$ cat src/rtl/tactile_scanner_if.sv
// Signal bundle between the tactile scanner, its ADC and the frame BRAM write port.
// adc_start/adc_valid: one-cycle request, later one-cycle response; no backpressure, one conversion in flight.
interface tactile_scanner_if #(
  parameter int SW_WIRE_CNT = 16,
  parameter int RD_WIRE_CNT = 16
);
  localparam int SW_W   = $clog2(SW_WIRE_CNT);
  localparam int RD_W   = $clog2(RD_WIRE_CNT);
  localparam int ADDR_W = $clog2(SW_WIRE_CNT * RD_WIRE_CNT);

  logic              start;
  logic              continuous;
  logic [11:0]       adc_data;
  logic              adc_valid;
  logic              adc_start;
  logic [SW_W-1:0]   sw_sel;
  logic [RD_W-1:0]   rd_sel;
  logic              bram_we;
  logic [ADDR_W-1:0] bram_addr;
  logic [11:0]       bram_data;
  logic              busy;
  logic              frame_done;

  modport master (
    input  start, continuous, adc_data, adc_valid,
    output adc_start, sw_sel, rd_sel, bram_we, bram_addr, bram_data, busy, frame_done
  );

  modport slave (
    output start, continuous, adc_data, adc_valid,
    input  adc_start, sw_sel, rd_sel, bram_we, bram_addr, bram_data, busy, frame_done
  );
endinterface

$ cat src/rtl/tactile_scanner.sv
// Frame acquisition front end: steps switch/read selects over every cell, settles,
// converts once per cell and writes the 12-bit sample to the frame BRAM at sw*RD_WIRE_CNT+rd.
module tactile_scanner #(
  parameter int SW_WIRE_CNT   = 16,
  parameter int RD_WIRE_CNT   = 16,
  parameter int SETTLE_CYCLES = 8
) (
  input  logic              clk,
  input  logic              rst,
  tactile_scanner_if.master bus,
  output logic [2:0]        dbg_state_o
);
  localparam int SW_W   = $clog2(SW_WIRE_CNT);
  localparam int RD_W   = $clog2(RD_WIRE_CNT);
  localparam int ADDR_W = $clog2(SW_WIRE_CNT * RD_WIRE_CNT);
  localparam int CNT_W  = (SETTLE_CYCLES > 1) ? $clog2(SETTLE_CYCLES) : 1;

  localparam logic [SW_W-1:0]   SW_LAST   = SW_W'(SW_WIRE_CNT - 1);
  localparam logic [RD_W-1:0]   RD_LAST   = RD_W'(RD_WIRE_CNT - 1);
  localparam logic [CNT_W-1:0]  CNT_LAST  = CNT_W'(SETTLE_CYCLES - 1);
  localparam logic [ADDR_W-1:0] RD_STRIDE = ADDR_W'(RD_WIRE_CNT);

  // IDLE encodes as 0 so the debug state reads all-zero out of reset.
  localparam logic [2:0] S_IDLE    = 3'd0;
  localparam logic [2:0] S_SETTLE  = 3'd1;
  localparam logic [2:0] S_CONVERT = 3'd2;
  localparam logic [2:0] S_WAIT    = 3'd3;
  localparam logic [2:0] S_WRITE   = 3'd4;

  logic [2:0]        state_q, state_d;
  logic [SW_W-1:0]   sw_q, sw_d;
  logic [RD_W-1:0]   rd_q, rd_d;
  logic [CNT_W-1:0]  cnt_q, cnt_d;
  logic              adc_start_q, adc_start_d;
  logic              we_q, we_d;
  logic [ADDR_W-1:0] addr_q, addr_d;
  logic [11:0]       data_q, data_d;
  logic              done_q, done_d;

  logic              last_cell;
  logic [ADDR_W-1:0] cell_addr;

  assign last_cell = (sw_q == SW_LAST) && (rd_q == RD_LAST);
  assign cell_addr = ADDR_W'(sw_q) * RD_STRIDE + ADDR_W'(rd_q);

  always_comb begin
    state_d     = state_q;
    sw_d        = sw_q;
    rd_d        = rd_q;
    cnt_d       = cnt_q;
    addr_d      = addr_q;
    data_d      = data_q;
    adc_start_d = 1'b0;
    we_d        = 1'b0;
    done_d      = 1'b0;
    case (state_q)
      S_IDLE: begin
        if (bus.start) begin
          sw_d    = '0;
          rd_d    = '0;
          cnt_d   = '0;
          state_d = S_SETTLE;
        end
      end
      S_SETTLE: begin
        if (cnt_q == CNT_LAST) begin
          adc_start_d = 1'b1;
          state_d     = S_CONVERT;
        end else begin
          cnt_d = cnt_q + 1'b1;
        end
      end
      S_CONVERT: begin
        state_d = S_WAIT;
      end
      S_WAIT: begin
        // Strobe and write controls are registered so they line up with the WRITE state.
        if (bus.adc_valid) begin
          data_d  = bus.adc_data;
          addr_d  = cell_addr;
          we_d    = 1'b1;
          done_d  = last_cell;
          state_d = S_WRITE;
        end
      end
      S_WRITE: begin
        cnt_d = '0;
        if (last_cell) begin
          // Selects stay parked on the last cell when the frame ends in IDLE.
          if (bus.continuous) begin
            sw_d    = '0;
            rd_d    = '0;
            state_d = S_SETTLE;
          end else begin
            state_d = S_IDLE;
          end
        end else begin
          if (rd_q == RD_LAST) begin
            rd_d = '0;
            sw_d = sw_q + 1'b1;
          end else begin
            rd_d = rd_q + 1'b1;
          end
          state_d = S_SETTLE;
        end
      end
      default: begin
        state_d = S_IDLE;
      end
    endcase
  end

  always_ff @(posedge clk or posedge rst) begin
    if (rst) begin
      state_q     <= S_IDLE;
      sw_q        <= '0;
      rd_q        <= '0;
      cnt_q       <= '0;
      adc_start_q <= 1'b0;
      we_q        <= 1'b0;
      addr_q      <= '0;
      data_q      <= '0;
      done_q      <= 1'b0;
    end else begin
      state_q     <= state_d;
      sw_q        <= sw_d;
      rd_q        <= rd_d;
      cnt_q       <= cnt_d;
      adc_start_q <= adc_start_d;
      we_q        <= we_d;
      addr_q      <= addr_d;
      data_q      <= data_d;
      done_q      <= done_d;
    end
  end

  assign bus.adc_start  = adc_start_q;
  assign bus.sw_sel     = sw_q;
  assign bus.rd_sel     = rd_q;
  assign bus.bram_we    = we_q;
  assign bus.bram_addr  = addr_q;
  assign bus.bram_data  = data_q;
  assign bus.busy       = (state_q != S_IDLE);
  assign bus.frame_done = done_q;
  assign dbg_state_o    = state_q;

endmodule

$ cat src/flat_wrapper.sv
// flat-port wrapper written by rule: the top's interface ports become plain ports
module tactile_scanner_flat 
#(
  parameter int SW_WIRE_CNT   = 16,
  parameter int RD_WIRE_CNT   = 16,
  parameter int SETTLE_CYCLES = 8
)
  (clk, rst, dbg_state_o, bus_start, bus_continuous, bus_adc_data, bus_adc_valid, bus_adc_start, bus_sw_sel, bus_rd_sel, bus_bram_we, bus_bram_addr, bus_bram_data, bus_busy, bus_frame_done);
  tactile_scanner_if #(.SW_WIRE_CNT(SW_WIRE_CNT), .RD_WIRE_CNT(RD_WIRE_CNT)) bus_i ();
  input  logic clk;
  input  logic rst;
  output logic [2:0] dbg_state_o;
  input wire logic [$bits(bus_i.start)-1:0] bus_start;
  input wire logic [$bits(bus_i.continuous)-1:0] bus_continuous;
  input wire logic [$bits(bus_i.adc_data)-1:0] bus_adc_data;
  input wire logic [$bits(bus_i.adc_valid)-1:0] bus_adc_valid;
  output wire logic [$bits(bus_i.adc_start)-1:0] bus_adc_start;
  output wire logic [$bits(bus_i.sw_sel)-1:0] bus_sw_sel;
  output wire logic [$bits(bus_i.rd_sel)-1:0] bus_rd_sel;
  output wire logic [$bits(bus_i.bram_we)-1:0] bus_bram_we;
  output wire logic [$bits(bus_i.bram_addr)-1:0] bus_bram_addr;
  output wire logic [$bits(bus_i.bram_data)-1:0] bus_bram_data;
  output wire logic [$bits(bus_i.busy)-1:0] bus_busy;
  output wire logic [$bits(bus_i.frame_done)-1:0] bus_frame_done;
  assign bus_i.start = bus_start;
  assign bus_i.continuous = bus_continuous;
  assign bus_i.adc_data = bus_adc_data;
  assign bus_i.adc_valid = bus_adc_valid;
  assign bus_adc_start = bus_i.adc_start;
  assign bus_sw_sel = bus_i.sw_sel;
  assign bus_rd_sel = bus_i.rd_sel;
  assign bus_bram_we = bus_i.bram_we;
  assign bus_bram_addr = bus_i.bram_addr;
  assign bus_bram_data = bus_i.bram_data;
  assign bus_busy = bus_i.busy;
  assign bus_frame_done = bus_i.frame_done;
  tactile_scanner #(.SW_WIRE_CNT(SW_WIRE_CNT), .RD_WIRE_CNT(RD_WIRE_CNT), .SETTLE_CYCLES(SETTLE_CYCLES)) u_core (.clk(clk), .rst(rst), .bus(bus_i), .dbg_state_o(dbg_state_o));
endmodule
$ cat config.mk
export PLATFORM = sky130hd
export DESIGN_NAME = tactile_scanner_flat
export DESIGN_NICKNAME = d
export VERILOG_FILES = /design/src/rtl/tactile_scanner_if.sv /design/src/rtl/tactile_scanner.sv /design/src/flat_wrapper.sv
export SDC_FILE = /design/constraint.sdc
export NUM_CORES = 1
export LEC_CHECK = 0
export BUFFER_PORTS_ARGS = -buffer_cell sky130_fd_sc_hd__buf_2
export CORE_MARGIN = 5
export CORE_UTILIZATION = 35
export CTS_BUF_LIST = sky130_fd_sc_hd__clkbuf_4
export DETAILED_ROUTE_END_ITERATION = 6
export GPL_ROUTABILITY_DRIVEN = 0
export PLACE_DENSITY = 0.56
export SLEW_MARGIN = 20
export SYNTH_ARGS = -nofsm -noshare
export SYNTH_HDL_FRONTEND = slang
export SYNTH_SLANG_ARGS = --single-unit
export TNS_END_PERCENT = 30
$ cat constraint.sdc
create_clock -name clk -period 1.76 [get_ports clk]
set_clock_uncertainty 0.05 [all_clocks]
set_input_delay 0.176 -clock clk [delete_from_list [all_inputs] [get_ports clk]]
set_output_delay 0.176 -clock clk [all_outputs]
set_load 0.05 [all_outputs]
==> reports/metrics.yaml, run 1 <==
route:
  routed_via_density: 4.83
  detail_route.first_pass.iterations: 4
  detail_route.wirelength_um: 3910
  detail_route.iter0.violations: 61
  final_antenna_net_count: 0
  routed-via-count: 1473
  drt-wirelength-per-cell_um: 12.8
  detail_route.drc_violations: 0
timing:
  final_hold_slack_ns: 0.0795
  timing.final.setup_violations: 0
  max_slew_margin: 0.685
  max_clock_freq_ghz: 0.590
  final_cycle_utilization_of_the_critical_path: 0.964
  maxSlewViolCount: 0
  rsz0062_at_grt: "true"
  finalHoldViolations: 0
  finalWorstPathRequiredPeriod_ns: 1.70
  worst_pin_slew_ns: 0.472
  totalNegativeSetupSlack_ns: 0
setup_path:
  number_of_cell_instances_on_the_worst_register_to_register_path: 5
  cp-startpoint: "u_core.dbg_state_o[1]"
  worstPathCellList: "buf_4 > or3_1 > buf_2"
  critical_path.endpoint_type: "output port"
  start_kind: "flip-flop"
  worst_ep_arrival_time_ns: 1.47
  cp.required_ns: 1.53
  worst-setup-path-type: "flip-flop to output port"
  cp_max_fo: 13
  cpMaxStageDelayCell: "dfrtp_1"
  cpPeakStageDelay_ns: 0.42
  reg2reg_from: "u_core.bus.sw_sel[1]"
yosys:
  synth_xor_xnor_area_share: 0
  ys.warnings.count: 0
  synth.mux.area_fraction: 0.0126
  syn-mean-instance-area_sq_um: 9.37
  synth_edf_count: 0
  seq_area_frac_synth: 0.549
  postSynthCellCount: 180
  synth.top_cell.area_share: 0.549
  ys_ff_latch: 37
  synthArstFlopShare: 1.00
  simple_gate_fraction_of_synth_area: 0.254
  synth_nets: 201
  synth.largest_area_cell: "dfrtp_1"
  synth-compound-area-share: 0.108
  number_of_distinct_library_cells_after_synthesis: 39
  synthTopCellsByArea: "dfrtp_1 (55%), nand2_1 (15%), ha_1 (3.0%)"
  synth_flop_cell: "dfrtp_1"
  yosys.area_share.adder: 0.0297
  synth_top_family_by_area: "simple AND/OR/NAND/NOR gates"
  synth.cell_area_sq_um: 1690
floorplan:
  initial_core_util: 0.359
  die-area_sq_um: 6310
  die_w_um: 79.4
  floorplan.rows: 25
  core_sq_um: 4690
  io_count: 52
  fp.dieH_um: 79.4
clock_tree:
  cts.htree.levels: 2
  path_clk_slew_ns: 0.10
  clock_sinks: 37
  clock_tree.buffer_depth: 2
  tritoncts_clock_tree: "built"
  cts_buffers: 5
  clk_root_buffer_cell: "clkbuf_4"
  clock_insertion_delay_at_the_later_pin_of_the_skew_report_ns: 0.33
  post_cts_buffers: 0
placement:
  dpl.hpwl_um: 2660
  i_o_buffers: 51
  placed_cells_incl_taps: 285
layout:
  num-nets-final: 272
  drive_above_1_share: 0.303
  antenna_diode_count: 0
  final_cells: 305
  area_growth_syn_to_layout_pct: 31.4
  fillers: 452
worst_hold_path:
  worst_hold_startpoint: "bus_adc_valid"
  min-delay-path-class: "input pin to flip-flop"
  holdPathStages: 4
global_route:
  grt_usage: 0.131
  grt_remaining_overflow: 0
  grt_pass1_wl_um: 6510
  grt_antenna_before_repair: 0
  pin_count_of_the_biggest_net_entering_global_routing: 38
  vias_in_the_first_global_route: 1337
pwr:
  seq_power_share: 0.353
  clockPowerShare: 0.113
  static-leakage-power_nw: 1.20
  comb_power_share: 0.534
  p_int_w: 0.00183
  vdd_drop_max_uv: 651
  switching_power_w: 0.00190
  cellPowerDensity_nw_per_um2: 1690
  power.switching_fraction: 0.510
  totalPowerFinal_w: 0.00374
status:
  status: "finished clean"
run:
  maxCapViolations: 0
## path summary, 6_finish.rpt
kind                       slack (ns)                 endpoint
hold reg to reg                  0.43  u_core.bus.bram_data[5]
hold / removal                   0.08    u_core.dbg_state_o[1]
min in group asynchronous        0.44  u_core.bus.bram_data[9]
setup reg to reg                 0.08     u_core.bus.sw_sel[3]
setup / recovery                 0.06                 bus_busy
max in group asynchronous        0.86     u_core.bus.rd_sel[1]
## routing by layer
layer  track usage  vias up  part of all wire
met1         0.179      682              0.47
met4        0.0412        0             0.014
met2         0.198       45              0.45
met3        0.0418        6             0.063
li1              -      740                 -
met5             0        -                 0
## cell usage in the layout, fill, tap and decap left out, types with 2 or more instances in the layout
master,synthesis,routed
a31oi_1,2,2
and3_1,2,2
buf_2,2,51
buf_4,0,7
clkbuf_4,0,6
dfrtp_1,37,33
dfrtp_2,0,4
dlygate4sd3_1,0,13
ha_1,4,4
inv_1,3,3
nand2_1,66,66
nand2b_1,2,2
nand3_1,4,3
nand3b_1,2,2
nor2_1,8,8
nor2b_1,2,2
nor3_1,2,2
o21ai_0,7,6
o21ai_1,4,5
o31ai_1,5,5
or3_1,2,2
## cell usage after synthesis (2+ instances only)
cell,n
nand3b_1,2
o21ai_0,7
nand2b_1,2
inv_1,3
o21ai_1,4
a31oi_1,2
nand2_1,66
and3_1,2
nor2b_1,2
ha_1,4
nor3_1,2
nand3_1,4
o31ai_1,5
buf_6,3
buf_2,2
dfrtp_1,37
or3_1,2
nor2_1,8
clkbuf_1,3
## registers in the layout, summed over array words and instances (netlist names)
signal and flops:
u_core.bus.bram_data 12, u_core.bus.bram_addr 8, u_core.bus.rd_sel 4, u_core.bus.sw_sel 4
u_core.cnt_q 3, u_core.dbg_state_o 3, u_core.bus.adc_start 1, u_core.bus.bram_we 1
u_core.bus.frame_done 1
## power by group through the flow
stage	combinational, W	sequential, W	clock (W)
floorplan	0.000657	0.00217	0
global placement	0.00199	0.00134	0
detailed placement	0.00199	0.00133	0
CTS	0.00202	0.00132	0.000449
global route	0.00215	0.00136	0.000488
finish	0.00200	0.00132	0.000421
## critical path, delay by kind of cell (launching register included)
family	cells	cell delay, ns
DFF	1	0.42
buffers and inverters	2	0.40
and+or+nand+nor	1	0.32
## final cells by class
cell class	count	area (sq um)	area share
clock inverters	1	3.75	0.00169
clock buffers	6	45.0	0.0203
well taps	54	67.6	0.0305
repair buffers	72	458	0.207
inverters	5	23.8	0.0107
flip-flops and latches	37	931	0.420
multi-input cells	130	687	0.310
## logic make-up after synthesis
kind of cell | count (synthesis)
simple gates | 97
flops | 37
compound gates | 27
buf+inv | 13
fa+ha+maj | 4
mux | 2
## per-stage QoR
stage	instance area, sq um	utilization	worst slack [ns]
global placement	2030	0.433	0.126
CTS	2210	0.471	0.0475
global route	2220	0.472	-0.0195
finish	2220	0.472	0.0642
detailed placement	2030	0.433	0.102
floorplan	1690	-	-0.0144
## timing repair
| item | CTS | global route |
|---|---|---|
| endpoints found under the hold margin | 49 | 0 |
| hold buffers | 13 | 0 |
| endpoints found under the setup margin | 0 | 2 |
| resized for setup | 0 | 2 |
Power figures use the tool's default switching activity.
==> run 2: changes to the inputs <==
--- a/config.mk
+++ b/config.mk
@@ -6,7 +6,8 @@
 export NUM_CORES = 1
 export LEC_CHECK = 0
 export BUFFER_PORTS_ARGS = -buffer_cell sky130_fd_sc_hd__buf_2
-export CORE_MARGIN = 5
+export CORE_ASPECT_RATIO = 1.2
+export CORE_MARGIN = 2
 export CORE_UTILIZATION = 35
 export CTS_BUF_LIST = sky130_fd_sc_hd__clkbuf_4
 export DETAILED_ROUTE_END_ITERATION = 6
==> run 2 against run 1 <==
Sequential share of layout area fell by 0.42 points. Register-to-register slack gained 0.06 ns. Wire length decreased by 2.4%. Via count decreased by 1.7%. Utilization rose by 1.1 points. Die area down 15%. Worst hold slack worse by 0.010 ns. Largest power group unchanged.
==> reports/metrics.yaml, run 2 (same netlist as run 1, synthesis figures left out) <==
setup_path:
  cp_max_fo: 16  # +3
  timing.critical_path.mode_cell: "buf_6"
  cp.required_ns: 1.53  # about the same
  cpPeakStageDelay_ns: 0.41  # about the same
  critical_path.endpoint_type: "output port"
  crit_buf_inv: 2  # unchanged
  number_of_cell_instances_on_the_worst_register_to_register_path: 5  # unchanged
  slack_of_the_worst_reg_to_reg_path_ns: 0.14  # +0.06 ns
  worst-setup-path-type: "flip-flop to output port"
  timing.rr.end: "u_core.bus.sw_sel[3]"
  start_kind: "flip-flop"
  worstPathCellList: "buf_6 > or3_1 > buf_6"
  worst_ep_arrival_time_ns: 1.46  # about the same
  reg2reg_from: "u_core.bus.rd_sel[0]"
  cpMaxStageDelayCell: "dfrtp_1"
  critical-path-top-delay-family: "flip-flops"
floorplan:
  floorplan.rows: 27  # +8.0%
  core_sq_um: 4630  # -1.4%
  die-area_sq_um: 5390  # -15%
  fp.dieH_um: 80.0  # +0.79%
  initial_core_util: 0.364  # +0.00496
  die_w_um: 67.4  # -15%
  io_count: 52  # unchanged
timing:
  finalWorstPathRequiredPeriod_ns: 1.68  # -0.0134 ns
  final_hold_slack_ns: 0.0693  # -0.0102 ns
  worst_pin_slew_ns: 0.451  # -0.0217 ns
  timing.final.setup_violations: 0  # unchanged
  final_cycle_utilization_of_the_critical_path: 0.956  # -0.00763
  max_clock_freq_ghz: 0.594  # +0.80%
  rsz0062_at_grt: "false"
  maxSlewViolCount: 0  # unchanged
  totalNegativeSetupSlack_ns: 0  # unchanged
  layout_setup_ws_ns: 0.0776  # +0.0134 ns
  max_slew_margin: 0.700  # +0.0144
  finalHoldViolations: 0  # unchanged
layout:
  number_of_flip_flops_in_the_largest_register: 12  # unchanged
  fillers: 455  # +0.66%
  multi_input_comb_area_sq_um: 692  # +0.73%
  area_growth_syn_to_layout_pct: 32.7
  finish.instance_area_sq_um: 2240  # +1.0%
  layout_commonest_cell: "nand2_1"
  drive_above_1_share: 0.312  # +0.00946
  num-nets-final: 273  # +0.37%
  layout_common_cells: "nand2_1 (66), buf_2 (50), dfrtp_1 (33), dlygate4sd3_1 (13)"
  area_used_by_sequential_logic_in_the_layout_sq_um: 931  # unchanged
  antenna_diode_count: 0  # unchanged
pwr:
  clockPowerShare: 0.120  # +0.007
  p_int_w: 0.00188  # +2.4%
  vdd_drop_max_uv: 716  # +10%
  seq_power_share: 0.349  # -0.004
  comb_power_share: 0.532  # -0.002
  cellPowerDensity_nw_per_um2: 1690  # +0.49%
  power.switching_fraction: 0.505  # -0.00426
  static-leakage-power_nw: 1.21  # +0.74%
  switching_power_w: 0.00192  # +0.66%
global_route:
  grt_pass1_wl_um: 6470  # -0.52%
  vias_in_the_first_global_route: 1394  # +4.3%
  grt_antenna_before_repair: 0  # unchanged
  pin_count_of_the_biggest_net_entering_global_routing: 38  # unchanged
  grt_usage: 0.161  # +0.0294
  grt_remaining_overflow: 0  # unchanged
clock_tree:
  path_clk_slew_ns: 0.10  # about the same
  clock_insertion_delay_at_the_later_pin_of_the_skew_report_ns: 0.34  # about the same
  cts.htree.levels: 2  # unchanged
  clock_sinks: 37  # unchanged
  cts_buffers: 5  # unchanged
  tritoncts_clock_tree: "built"
  clk_root_buffer_cell: "clkbuf_4"
  clock_tree.buffer_depth: 2  # unchanged
placement:
  i_o_buffers: 51  # unchanged
  preCtsSetupSlack_ns: 0.0977  # -0.00429 ns
  dpl-instance-area_sq_um: 2020  # -0.37%
  dpl.hpwl_um: 2600  # -2.2%
route:
  detail_route.iter0.violations: 82  # +34%
  detail_route.drc_violations: 0  # unchanged
  drt-wirelength-per-cell_um: 12.3  # -4.3%
  detail_route.wirelength_um: 3820  # -2.4%
  final_antenna_net_count: 0  # unchanged
  detail_route.first_pass.iterations: 4  # unchanged
  routed_via_density: 4.66  # -3.6%
  routed-via-count: 1448  # -1.7%
worst_hold_path:
  holdPathStages: 4  # unchanged
  worstHoldEndpoint: "u_core.dbg_state_o[1]"
  min-delay-path-class: "input pin to flip-flop"
  worst_hold_startpoint: "bus_adc_valid"
run:
  maxCapViolations: 0  # unchanged
status:
  status: "finished clean"
==> run 2: power by group through the flow <==
stage               clock (W)  sequential (W)  combinational [W]
finish               0.000455         0.00132            0.00202
global route         0.000518         0.00137            0.00218
CTS                  0.000471         0.00133            0.00201
detailed placement          0         0.00134            0.00198
global placement            0         0.00134            0.00196
floorplan                   0         0.00217           0.000657
==> run 2: what timing repair did <==
action                                 CTS  global route
setup endpoints to repair                1             5
endpoints found under the hold margin   49             0
gates resized for setup                  1             6
hold buffers                            13             0
buffers inserted                         1             0
==> run 2: layout make-up <==
type                    instances  area share
multi-input cells             130       0.309
repair buffers                 73       0.207
inverters                       5      0.0106
clock inverters                 1     0.00168
clock buffers                   7      0.0235
well taps                      58      0.0324
flip-flops and latches         37       0.416
==> run 2: per-layer routing <==
layer  vias to the layer above  GRT usage  wire length, um  part of all wire
met1                       666      0.206             1650              0.43
met3                         9     0.0508              183             0.048
li1                        742          -                -                 -
met4                         0     0.0531               68             0.018
met2                        31      0.254             1910              0.50
met5                         -          0                0                 0
==> run 2: worst min-delay path, stage by stage <==
cell,delay [ns]
buf_2,0.09
nand2_1,0.05
nand2_1,0.06
a21oi_1,0.06
==> run 2: per-stage QoR <==
| stage | total power (W) | utilization | cells |
|---|---|---|---|
| floorplan | 0.00283 | - | 180 |
| global placement | 0.00330 | 0.437 | 289 |
| detailed placement | 0.00332 | 0.437 | 289 |
| CTS | 0.00381 | 0.480 | 311 |
| global route | 0.00407 | 0.484 | 311 |
| finish | 0.00379 | 0.484 | 311 |
==> run 2: worst max-delay path by stage <==
stage / to / cells past startpoint / start / slack, ns
after global placement: u_core.bus.sw_sel[3] / 5 / u_core.bus.sw_sel[1] / 0.11
after global routing: bus_busy / 3 / u_core.dbg_state_o[2] / 0.01
after floorplan: bus_busy / 3 / u_core.dbg_state_o[2] / -0.01
after CTS: bus_busy / 3 / u_core.dbg_state_o[2] / 0.02
after detailed placement: u_core.bus.sw_sel[3] / 5 / u_core.bus.sw_sel[1] / 0.1
final: bus_busy / 3 / u_core.dbg_state_o[2] / 0.08
